<file path="config.mk">
export PLATFORM = sky130hd
export DESIGN_NAME = muldiv_iterative_unit
export DESIGN_NICKNAME = d
export VERILOG_FILES = /design/src/rtl/muldiv_iterative_unit_pkg.sv /design/src/rtl/muldiv_iterative_unit_sign_fixup.sv /design/src/rtl/muldiv_iterative_unit.sv
export SDC_FILE = /design/constraint.sdc
export NUM_CORES = 1
export LEC_CHECK = 0
export ABC_CLOCK_PERIOD_IN_PS = 18450
export CAP_MARGIN = 20
export CORE_MARGIN = 3
export CORE_UTILIZATION = 54
export DETAILED_ROUTE_END_ITERATION = 10
export MAX_ROUTING_LAYER = met4
export PLACE_DENSITY_LB_ADDON = 0.1
export REMOVE_ABC_BUFFERS = 1
export SYNTH_ARGS = -nofsm -noshare
export SYNTH_HDL_FRONTEND = slang
export SYNTH_HIERARCHICAL = 1
export SYNTH_SLANG_ARGS = --single-unit
export TNS_END_PERCENT = 100
</file>
<file path="constraint.sdc">
create_clock -name clk -period 18.45 [get_ports clk]
set_input_delay 4.6125 -clock clk [delete_from_list [all_inputs] [get_ports clk]]
set_output_delay 4.6125 -clock clk [all_outputs]
set_load 0.01 [all_outputs]
</file>
<file path="src/rtl/muldiv_iterative_unit_pkg.sv">
// Shared mul/div operation encoding and small arithmetic helpers.
// The decode stage's control table uses the same muldiv_funct_t.
package selector;

  typedef enum logic [3:0] {
    MD_NONE  = 4'd0,
    MD_MULT  = 4'd1,
    MD_MULTU = 4'd2,
    MD_MADD  = 4'd3,
    MD_MADDU = 4'd4,
    MD_MSUB  = 4'd5,
    MD_MSUBU = 4'd6,
    MD_DIV   = 4'd7,
    MD_DIVU  = 4'd8
  } muldiv_funct_t;

  function automatic logic md_is_signed(input muldiv_funct_t f);
    case (f)
      MD_MULT, MD_MADD, MD_MSUB, MD_DIV: return 1'b1;
      default:                           return 1'b0;
    endcase
  endfunction

  function automatic logic md_is_div(input muldiv_funct_t f);
    case (f)
      MD_DIV, MD_DIVU: return 1'b1;
      default:         return 1'b0;
    endcase
  endfunction

  function automatic logic md_is_acc_add(input muldiv_funct_t f);
    case (f)
      MD_MADD, MD_MADDU: return 1'b1;
      default:           return 1'b0;
    endcase
  endfunction

  function automatic logic md_is_acc_sub(input muldiv_funct_t f);
    case (f)
      MD_MSUB, MD_MSUBU: return 1'b1;
      default:           return 1'b0;
    endcase
  endfunction

  // Magnitude of a signed word; 32'h8000_0000 yields unsigned 2^31.
  function automatic logic [31:0] md_abs(input logic [31:0] v);
    return v[31] ? (~v + 32'd1) : v;
  endfunction

  function automatic logic [31:0] md_neg32(input logic [31:0] v);
    return ~v + 32'd1;
  endfunction

  function automatic logic [63:0] md_neg64(input logic [63:0] v);
    return ~v + 64'd1;
  endfunction

endpackage

</file>
<file path="src/rtl/muldiv_iterative_unit_sign_fixup.sv">
// Final sign correction and accumulate step applied to the raw magnitude result.
// Multiply: raw is the 64-bit product. Divide: raw is {remainder, quotient}.
module muldiv_sign_fixup
  import selector::*;
(
  input  muldiv_funct_t funct,
  input  logic [63:0]   raw,
  input  logic          sign_a,
  input  logic          sign_b,
  input  logic          div_zero,
  input  logic [63:0]   acc,
  output logic [31:0]   hi,
  output logic [31:0]   lo
);

  logic        neg_s;
  logic [63:0] prod_s;
  logic [63:0] res_s;
  logic [31:0] quo_s;
  logic [31:0] rem_s;

  // Sign application and 64-bit wrap-around accumulate.
  always_comb begin
    neg_s  = md_is_signed(funct) & (sign_a ^ sign_b);
    prod_s = neg_s ? md_neg64(raw) : raw;
    quo_s  = 32'd0;
    rem_s  = 32'd0;
    res_s  = prod_s;
    if (md_is_div(funct)) begin
      // Zero divisor: the quotient is all ones regardless of operand signs.
      if (div_zero) begin
        quo_s = 32'hFFFF_FFFF;
      end else if (neg_s) begin
        quo_s = md_neg32(raw[31:0]);
      end else begin
        quo_s = raw[31:0];
      end
      if (md_is_signed(funct) && sign_a) begin
        rem_s = md_neg32(raw[63:32]);
      end else begin
        rem_s = raw[63:32];
      end
      res_s = {rem_s, quo_s};
    end else if (md_is_acc_add(funct)) begin
      res_s = acc + prod_s;
    end else if (md_is_acc_sub(funct)) begin
      res_s = acc - prod_s;
    end else begin
      res_s = prod_s;
    end
    hi = res_s[63:32];
    lo = res_s[31:0];
  end

endmodule

</file>
<file path="src/rtl/muldiv_iterative_unit.sv">
// Iterative HI/LO multiply/divide unit: 32 radix-2 steps plus one fixup cycle.
// The result is held in DONE until the execute stage consumes it.
module muldiv_iterative_unit
  import selector::*;
#(
  parameter int ITER_BITS = 5
) (
  input  logic          clk,
  input  logic          reset,
  input  logic          start,
  input  muldiv_funct_t funct,
  input  logic [31:0]   rs,
  input  logic [31:0]   rt,
  input  logic [31:0]   hi_in,
  input  logic [31:0]   lo_in,
  input  logic          clear,
  input  logic          hold_result,
  output logic          busy,
  output logic          done,
  output logic [31:0]   hi_out,
  output logic [31:0]   lo_out
);

  typedef enum logic [1:0] {
    IDLE  = 2'd0,
    CALC  = 2'd1,
    FIXUP = 2'd2,
    DONE  = 2'd3
  } state_t;

  state_t               state_r;
  logic [ITER_BITS-1:0] count_r;
  logic [63:0]          work_r;
  logic [31:0]          opnd_r;
  logic [63:0]          acc_r;
  muldiv_funct_t        funct_r;
  logic                 sign_a_r;
  logic                 sign_b_r;
  logic                 div_zero_r;
  logic                 busy_r;
  logic                 done_r;
  logic [31:0]          hi_r;
  logic [31:0]          lo_r;

  logic [31:0] rs_mag_s;
  logic [31:0] rt_mag_s;
  logic [32:0] mul_sum_s;
  logic [32:0] div_shift_s;
  logic [32:0] div_diff_s;
  logic [63:0] step_s;
  logic [31:0] fix_hi_s;
  logic [31:0] fix_lo_s;

  // Operand magnitudes for the request being presented.
  always_comb begin
    if (md_is_signed(funct)) begin
      rs_mag_s = md_abs(rs);
      rt_mag_s = md_abs(rt);
    end else begin
      rs_mag_s = rs;
      rt_mag_s = rt;
    end
  end

  // One radix-2 step; work_r is {hi,lo} of the product or {remainder,quotient}.
  always_comb begin
    mul_sum_s   = {1'b0, work_r[63:32]} + {1'b0, (work_r[0] ? opnd_r : 32'd0)};
    div_shift_s = {work_r[63:32], work_r[31]};
    div_diff_s  = div_shift_s - {1'b0, opnd_r};
    if (md_is_div(funct_r)) begin
      if (div_diff_s[32]) begin
        step_s = {div_shift_s[31:0], work_r[30:0], 1'b0};
      end else begin
        step_s = {div_diff_s[31:0], work_r[30:0], 1'b1};
      end
    end else begin
      step_s = {mul_sum_s, work_r[31:1]};
    end
  end

  muldiv_sign_fixup u_fixup (
    .funct    (funct_r),
    .raw      (work_r),
    .sign_a   (sign_a_r),
    .sign_b   (sign_b_r),
    .div_zero (div_zero_r),
    .acc      (acc_r),
    .hi       (fix_hi_s),
    .lo       (fix_lo_s)
  );

  // Sequencing FSM with registered status and result outputs.
  always_ff @(posedge clk or negedge reset) begin
    if (!reset) begin
      state_r    <= IDLE;
      count_r    <= '0;
      work_r     <= 64'd0;
      opnd_r     <= 32'd0;
      acc_r      <= 64'd0;
      funct_r    <= MD_NONE;
      sign_a_r   <= 1'b0;
      sign_b_r   <= 1'b0;
      div_zero_r <= 1'b0;
      busy_r     <= 1'b0;
      done_r     <= 1'b0;
      hi_r       <= 32'd0;
      lo_r       <= 32'd0;
    end else if (clear) begin
      state_r <= IDLE;
      busy_r  <= 1'b0;
      done_r  <= 1'b0;
    end else begin
      case (state_r)
        IDLE: begin
          if (start && (funct != MD_NONE)) begin
            state_r    <= CALC;
            busy_r     <= 1'b1;
            count_r    <= '1;
            funct_r    <= funct;
            sign_a_r   <= md_is_signed(funct) & rs[31];
            sign_b_r   <= md_is_signed(funct) & rt[31];
            div_zero_r <= (rt == 32'd0);
            acc_r      <= {hi_in, lo_in};
            // Divide iterates over the dividend; multiply over the multiplier.
            if (md_is_div(funct)) begin
              work_r <= {32'd0, rs_mag_s};
              opnd_r <= rt_mag_s;
            end else begin
              work_r <= {32'd0, rt_mag_s};
              opnd_r <= rs_mag_s;
            end
          end
        end
        CALC: begin
          work_r <= step_s;
          if (count_r == '0) begin
            state_r <= FIXUP;
          end else begin
            count_r <= count_r - 1'b1;
          end
        end
        FIXUP: begin
          hi_r    <= fix_hi_s;
          lo_r    <= fix_lo_s;
          busy_r  <= 1'b0;
          done_r  <= 1'b1;
          state_r <= DONE;
        end
        DONE: begin
          if (!hold_result) begin
            state_r <= IDLE;
            done_r  <= 1'b0;
          end
        end
        default: begin
          state_r <= IDLE;
          busy_r  <= 1'b0;
          done_r  <= 1'b0;
        end
      endcase
    end
  end

  assign busy   = busy_r;
  assign done   = done_r;
  assign hi_out = hi_r;
  assign lo_out = lo_r;

endmodule

</file>
* Word-level counts from Yosys, hierarchy flattened *
Index checks and enable logic that the tools add are counted.

operators by class
  $add $sub $neg = 10
  equal/unequal tests = 20
  mux-type cells = 48
  bitwise logic cells = 10
  reductions and logical operators = 22

operators with widths
  operator                                                               number
  64-bit two-way mux                                                     7
  32-bit two-way mux                                                     10
  32-bit by 1-bit adder with 32-bit output, second input constant        4
  32-bit NOT                                                             4
  64-bit one-hot mux with 2 select lines                                 1
  64-bit by 1-bit adder with 64-bit output, second input constant        1
  64-bit adder                                                           1
  64-bit NOT                                                             1
  64-bit subtractor                                                      1
  32-bit by 32-bit adder with 33-bit output                              1
  33-bit by 32-bit subtractor with 33-bit output                         1
  32-bit zero test                                                       1
  4-bit by 3-bit equality test with 1-bit output, second input constant  6
  1-bit two-way mux                                                      20
  5-bit two-way mux                                                      2
  5-bit one-hot mux with 2 select lines                                  1
  3-bit != test, second input constant                                   3
  3-bit AND reduction                                                    3
  4-bit by 1-bit equality test with 1-bit output, second input constant  2
  4-bit by 2-bit equality test with 1-bit output, second input constant  2
  4-bit equality test, second input constant                             2
  2-bit two-way mux                                                      4
  2-bit one-hot mux with 4 select lines                                  1
  2-bit OR reduction                                                     4
  other kinds (17)                                                       27

word-level totals
  bits in registers = 240
  input bits = 137
  output and inout port bits = 66
  logic and storage cells = 123

* Logic depth before layout (Yosys ltp) *
  depth in word-level cells = 9
  mapped depth = 27
  depth with buffers taken out = 25

* By module *
The synthesis kept the hierarchy.

modules (own cells, without submodules)
  module                 instances  cells an instance  area each (um^2)
  muldiv_iterative_unit  1          1804               15736.3
  muldiv_sign_fixup      1          1890               11928.9

* Least setup slack after synthesis *
OpenSTA, ideal clock, no wires.

  path type = input -> register
  from = input port rt[17]
  to = register work_r[30]
  data arrival time = 6.817 ns
  required time = 18.373 ns
  setup slack = 11.556 ns
  stages = 10
  cells stage by stage = or4_4 or3_4 nor4b_2 and2_4 nand2_4 o21ai_0 xnor2_1 nor2_1 or3_1 a21oi_1

between the ends
  word-level cells in the longest chain between the ends = 7

RTL lines
  element                                   line                             source
  start: declaration                        muldiv_iterative_unit.sv:13      input logic [31:0] rt,
  32-bit NOT                                muldiv_iterative_unit_pkg.sv:47  return v[31] ? (~v + 32'd1) : v;
  32-bit by 1-bit adder with 32-bit output  muldiv_iterative_unit_pkg.sv:47
  32-bit two-way mux                        muldiv_iterative_unit_pkg.sv:47
  32-bit two-way mux                        muldiv_iterative_unit.sv:56      if (md_is_signed(funct)) begin
  32-bit two-way mux                        muldiv_iterative_unit.sv:125     if (md_is_div(funct)) begin
  64-bit two-way mux                        muldiv_iterative_unit.sv:115     if (start && (funct != MD_NONE)) begin
  64-bit one-hot mux with 2 select lines    muldiv_iterative_unit.sv:113     case (state_r)
  end signal: assignment                    muldiv_iterative_unit.sv:126     work_r <= {32'd0, rs_mag_s};
  end signal: assignment                    muldiv_iterative_unit.sv:129     work_r <= {32'd0, rt_mag_s};
  end signal: assignment                    muldiv_iterative_unit.sv:135     work_r <= step_s;
  end: declaration                          muldiv_iterative_unit.sv:33      logic [63:0] work_r;

Every way passes these cells. The select of a mux whose other input is x is not followed.
A chain may end at the register's enable or synchronous reset.

* Worst setup path in the final report *
  from = register work_r[1]
  to = register hi_r[31] (netlist: hi_out[31])

between the ends
  word-level cells in the longest chain between the ends = 7
  elaborated cells between the ends (all ways) = 8
  those cells by class = 3 x add/sub; 4 x mux; 1 x bitwise

RTL lines
  element                                   line                                    source
  64-bit NOT                                muldiv_iterative_unit_pkg.sv:55         return ~v + 64'd1;
  64-bit by 1-bit adder with 64-bit output  muldiv_iterative_unit_pkg.sv:55
  64-bit two-way mux *                      muldiv_iterative_unit_sign_fixup.sv:25  prod_s = neg_s ? md_neg64(raw) : raw;
  64-bit subtractor                         muldiv_iterative_unit_sign_fixup.sv:47  res_s = acc - prod_s;
  64-bit two-way mux                        muldiv_iterative_unit_sign_fixup.sv:46  end else if (md_is_acc_sub(funct)) begin
  64-bit two-way mux *                      muldiv_iterative_unit_sign_fixup.sv:44  end else if (md_is_acc_add(funct)) begin
  64-bit two-way mux *                      muldiv_iterative_unit_sign_fixup.sv:29  if (md_is_div(funct)) begin
  via fix_hi_s[31]                          muldiv_iterative_unit.sv:51             logic [31:0] fix_hi_s;
  end signal: assignment                    muldiv_iterative_unit.sv:143            hi_r <= fix_hi_s;
  end: declaration                          muldiv_iterative_unit.sv:42             logic [31:0] hi_r;

The timed path passes the listed nets; every way through them passes the cells marked *.

==> run_results.csv <==
group,metric,value,unit
run_status,run_status,"finished clean",
global_routing,grt_pass1_vias,28310,
timing,setup_viol,0,
synthesis,yosysWarnings,6,
drt,m1WireLength,44.89,mm
synthesis,netlist_instances,3694,
global_routing,antenna_found_initial,1,
setup_path,crit_path_max_fanout,8,
timing,slew_violations,0,
finish,area_delta_synth_final,12.13,%
synthesis,ys_types,113,
die,die_y,232.3,um
drt,wl_met2,46.31,mm
cts,clock_latency,0.63,ns
setup_path,cp.required,19.02,ns
finish,fillers,4653,
place,portBuffers,202,
cts,postCtsSetupRepairBufs,0,
synthesis,synthArstFlopShare,100.0,%
drt,wire_per_inst,23.84,um
global_routing,overflow,0,
drt,wl,106.1,mm
die,fp-row-count,82,
setup_path,r2r_end,"hi_out[31]",
worst_hold_path,min_path_type,"flip-flop to flip-flop",
global_routing,grt_util_all_layers,38.85,%
die,die_x,232.3,um
setup_path,critical_path_class,"flip-flop to flip-flop",
drt,drc,0,
drt,drt_iter0_markers,3510,
synthesis,synth_flop_cell,"dfrtp_1",
drt,vias_per_cell,6.779,
timing,rsz0062_at_grt,"no",
cts,cts_hold_buf,0,
timing,fin_crit_sh,42.77,%
finish,nets,4092,
worst_hold_path,hold_end,"lo_out[23]",
place,place_congestion,1.014,
die,die-area,53980,um2
synthesis,ys_ff_latch,240,
timing,fin_tns_setup,0,ns
drt,first_pass_iters,7,
synthesis,ys_seq_area_share,21.71,%
timing,fmax,126.7,MHz
worst_hold_path,holdPathStages,1,
synthesis,yosysTopAreaCell,"dfrtp_1",
synthesis,synth_edf_count,0,
die,coreArea,50380,um2
cts,cts.sinks,240,
cts,numCtsBuffers,30,
die,io_pins,203,
finish,multi_input_area,20150,um2
drt,drtAntennaViolNets,0,
finish,drive_gt1_share,6.857,%
setup_path,startpoint_type,"flip-flop",
timing,worst_slew_pin_slew,1.101,ns
cts,clk_pin_slew,0.07,ns
timing,fin_crit,7.892,ns
timing,hold_violations,0,
synthesis,synth_area_leaders,"dfrtp_1, ha_1, a21oi_1, nand2_1, xnor2_1",
global_routing,grt_pass1_wl,162.6,mm
setup_path,reg2reg_slack,10.56,ns
setup_path,crit_path_end_kind,"flip-flop",
run,cap_violations,0,
setup_path,cp_data_arrival_time,8.46,ns
worst_hold_path,worstHoldStart,"lo_out[23]",
place,dpl.hpwl,80.57,mm
drt,wl_met3,10.63,mm
synthesis,synth_top_area_share,21.71,%
synthesis,netlist_area,27670,um2
die,start_util,54.92,%
drt,top_layer_used,"met4",
timing,maxSlewHeadroom,26.59,%
cts,post_cts_resize_count,0,
setup_path,r2r_start,"work_r[1]",
timing,fin_skew,0.05142,ns
setup_path,reg2regPathDepth,20,
synthesis,synth.avg_cell_area,7.489,um2
global_routing,grt_max_degree,79,
cts,cts_tree,"built",
finish,seqCellArea,6006,um2
cts,htreeDepth,1,
cts,cts_buffer_depth,3,
drt,num_vias,30180,
cts,root_buffer,"clkbuf_16",
==> layer usage <==
layer | GRT usage, % | vias to the layer above
met5 | - | -
met4 | 13.54 | 0
met3 | 6.035 | 311
met2 | 58.34 | 1829
met1 | 53.17 | 14490
li1 | - | 13540
==> cells by family after synthesis <==
kind of cell	share of synthesized area (%)
flops	21.71
buf+inv	5.730
xor+xnor	8.195
mux	4.921
simple gates	21.34
fa+ha+maj	9.127
compound gates	28.98
==> cell usage after synthesis, types with 12 or more instances <==
cell,number
nand2_1,462
a21oi_1,368
nor2_1,320
dfrtp_1,240
o21ai_0,235
inv_1,200
ha_1,197
clkbuf_1,175
xnor2_1,155
xor2_1,102
mux2_2,88
a21o_1,65
nor3_1,65
nand3_1,61
and2_1,55
o211ai_1,55
a211oi_1,53
a31oi_1,53
o31ai_1,44
nor4_1,40
o21bai_1,39
mux2i_1,37
nand2b_1,36
a22oi_1,32
nand4_1,30
o221ai_1,28
and3_1,26
a221o_1,24
nor2b_1,21
o22ai_1,21
o41ai_1,21
o21a_1,18
or3_1,17
a211o_1,15
buf_1,14
a21boi_0,12
==> metrics by stage <==
step	hold slack [ns]	setup WS [ns]	util (%)	area, um2	cells
global placement	0.4892	10.51	59.57	30010	4393
finish	0.5022	10.56	61.58	31020	4451
global route	0.5150	10.22	61.58	31020	4450
detailed placement	0.4952	10.58	59.57	30010	4393
floorplan	0.4635	4.498	-	26840	3489
CTS	0.5082	10.87	61.49	30970	4447
==> how the worst max path moves through the flow <==
stage | from | to | slack (ns) | cells after the start
floorplan | funct[0] | work_r[61] | 4.50 | 5
global placement | rs[0] | work_r[28] | 10.51 | 11
detailed placement | rs[0] | work_r[28] | 10.58 | 11
CTS | work_r[34] | hi_out[31] | 10.87 | 25
global route | work_r[1] | hi_out[31] | 10.22 | 20
finish | work_r[1] | hi_out[31] | 10.56 | 20
==> layout make-up <==
cell class | count | share of cell area, %
antenna | 2 | 0.01613
clock buffer | 43 | 2.739
sequential | 240 | 19.36
timing repair buffer | 234 | 7.397
multi-input combinational | 3047 | 64.96
inverter | 202 | 2.444
clock inverter | 11 | 0.3711
tap | 672 | 2.710
==> flip-flops by register name, summed over array words and instances, names as in the netlist <==
register and cells:
hi_out 32, div_zero_r 1, work_r 64, acc_r 64, sign_a_r 1, state_r 2
lo_out 32, funct_r 4, done 1, count_r 5, sign_b_r 1, busy 1
opnd_r 32
==> critical path, stage by stage, from the launching register on <==
cell	delay (ns)
dfrtp_1	0.50
inv_1	0.16
ha_1	0.31
nor3b_1	0.52
nand4_1	0.37
o41ai_1	0.49
xor2_1	0.44
inv_1	0.13
ha_1	0.46
nand4_1	0.25
or2_1	0.35
nor4_1	0.80
o21ba_2	0.30
o2111ai_1	0.33
a31o_2	0.44
o31ai_1	0.71
a211oi_1	0.11
a311o_1	0.36
mux2i_1	0.13
a211oi_1	0.42
mux2_2	0.25
==> cell usage in the layout (no fill, tap or decap), types with 35 or more instances in the layout <==
master,netlist,final
nand2_1,462,462
a21oi_1,368,367
nor2_1,320,318
dfrtp_1,240,240
o21ai_0,235,235
clkdlybuf4s50_1,0,201
inv_1,200,200
ha_1,197,196
xnor2_1,155,154
xor2_1,102,102
mux2_2,88,88
nor3_1,65,65
a21o_1,65,65
nand3_1,61,61
and2_1,55,55
o211ai_1,55,55
a211oi_1,53,53
a31oi_1,53,52
o31ai_1,44,44
nor4_1,40,40
o21bai_1,39,39
mux2i_1,37,37
nand2b_1,36,35
Power is left out: the tool's default activity adds up to more than one toggle a clock period on the data nets, which glitch-free logic cannot reach.
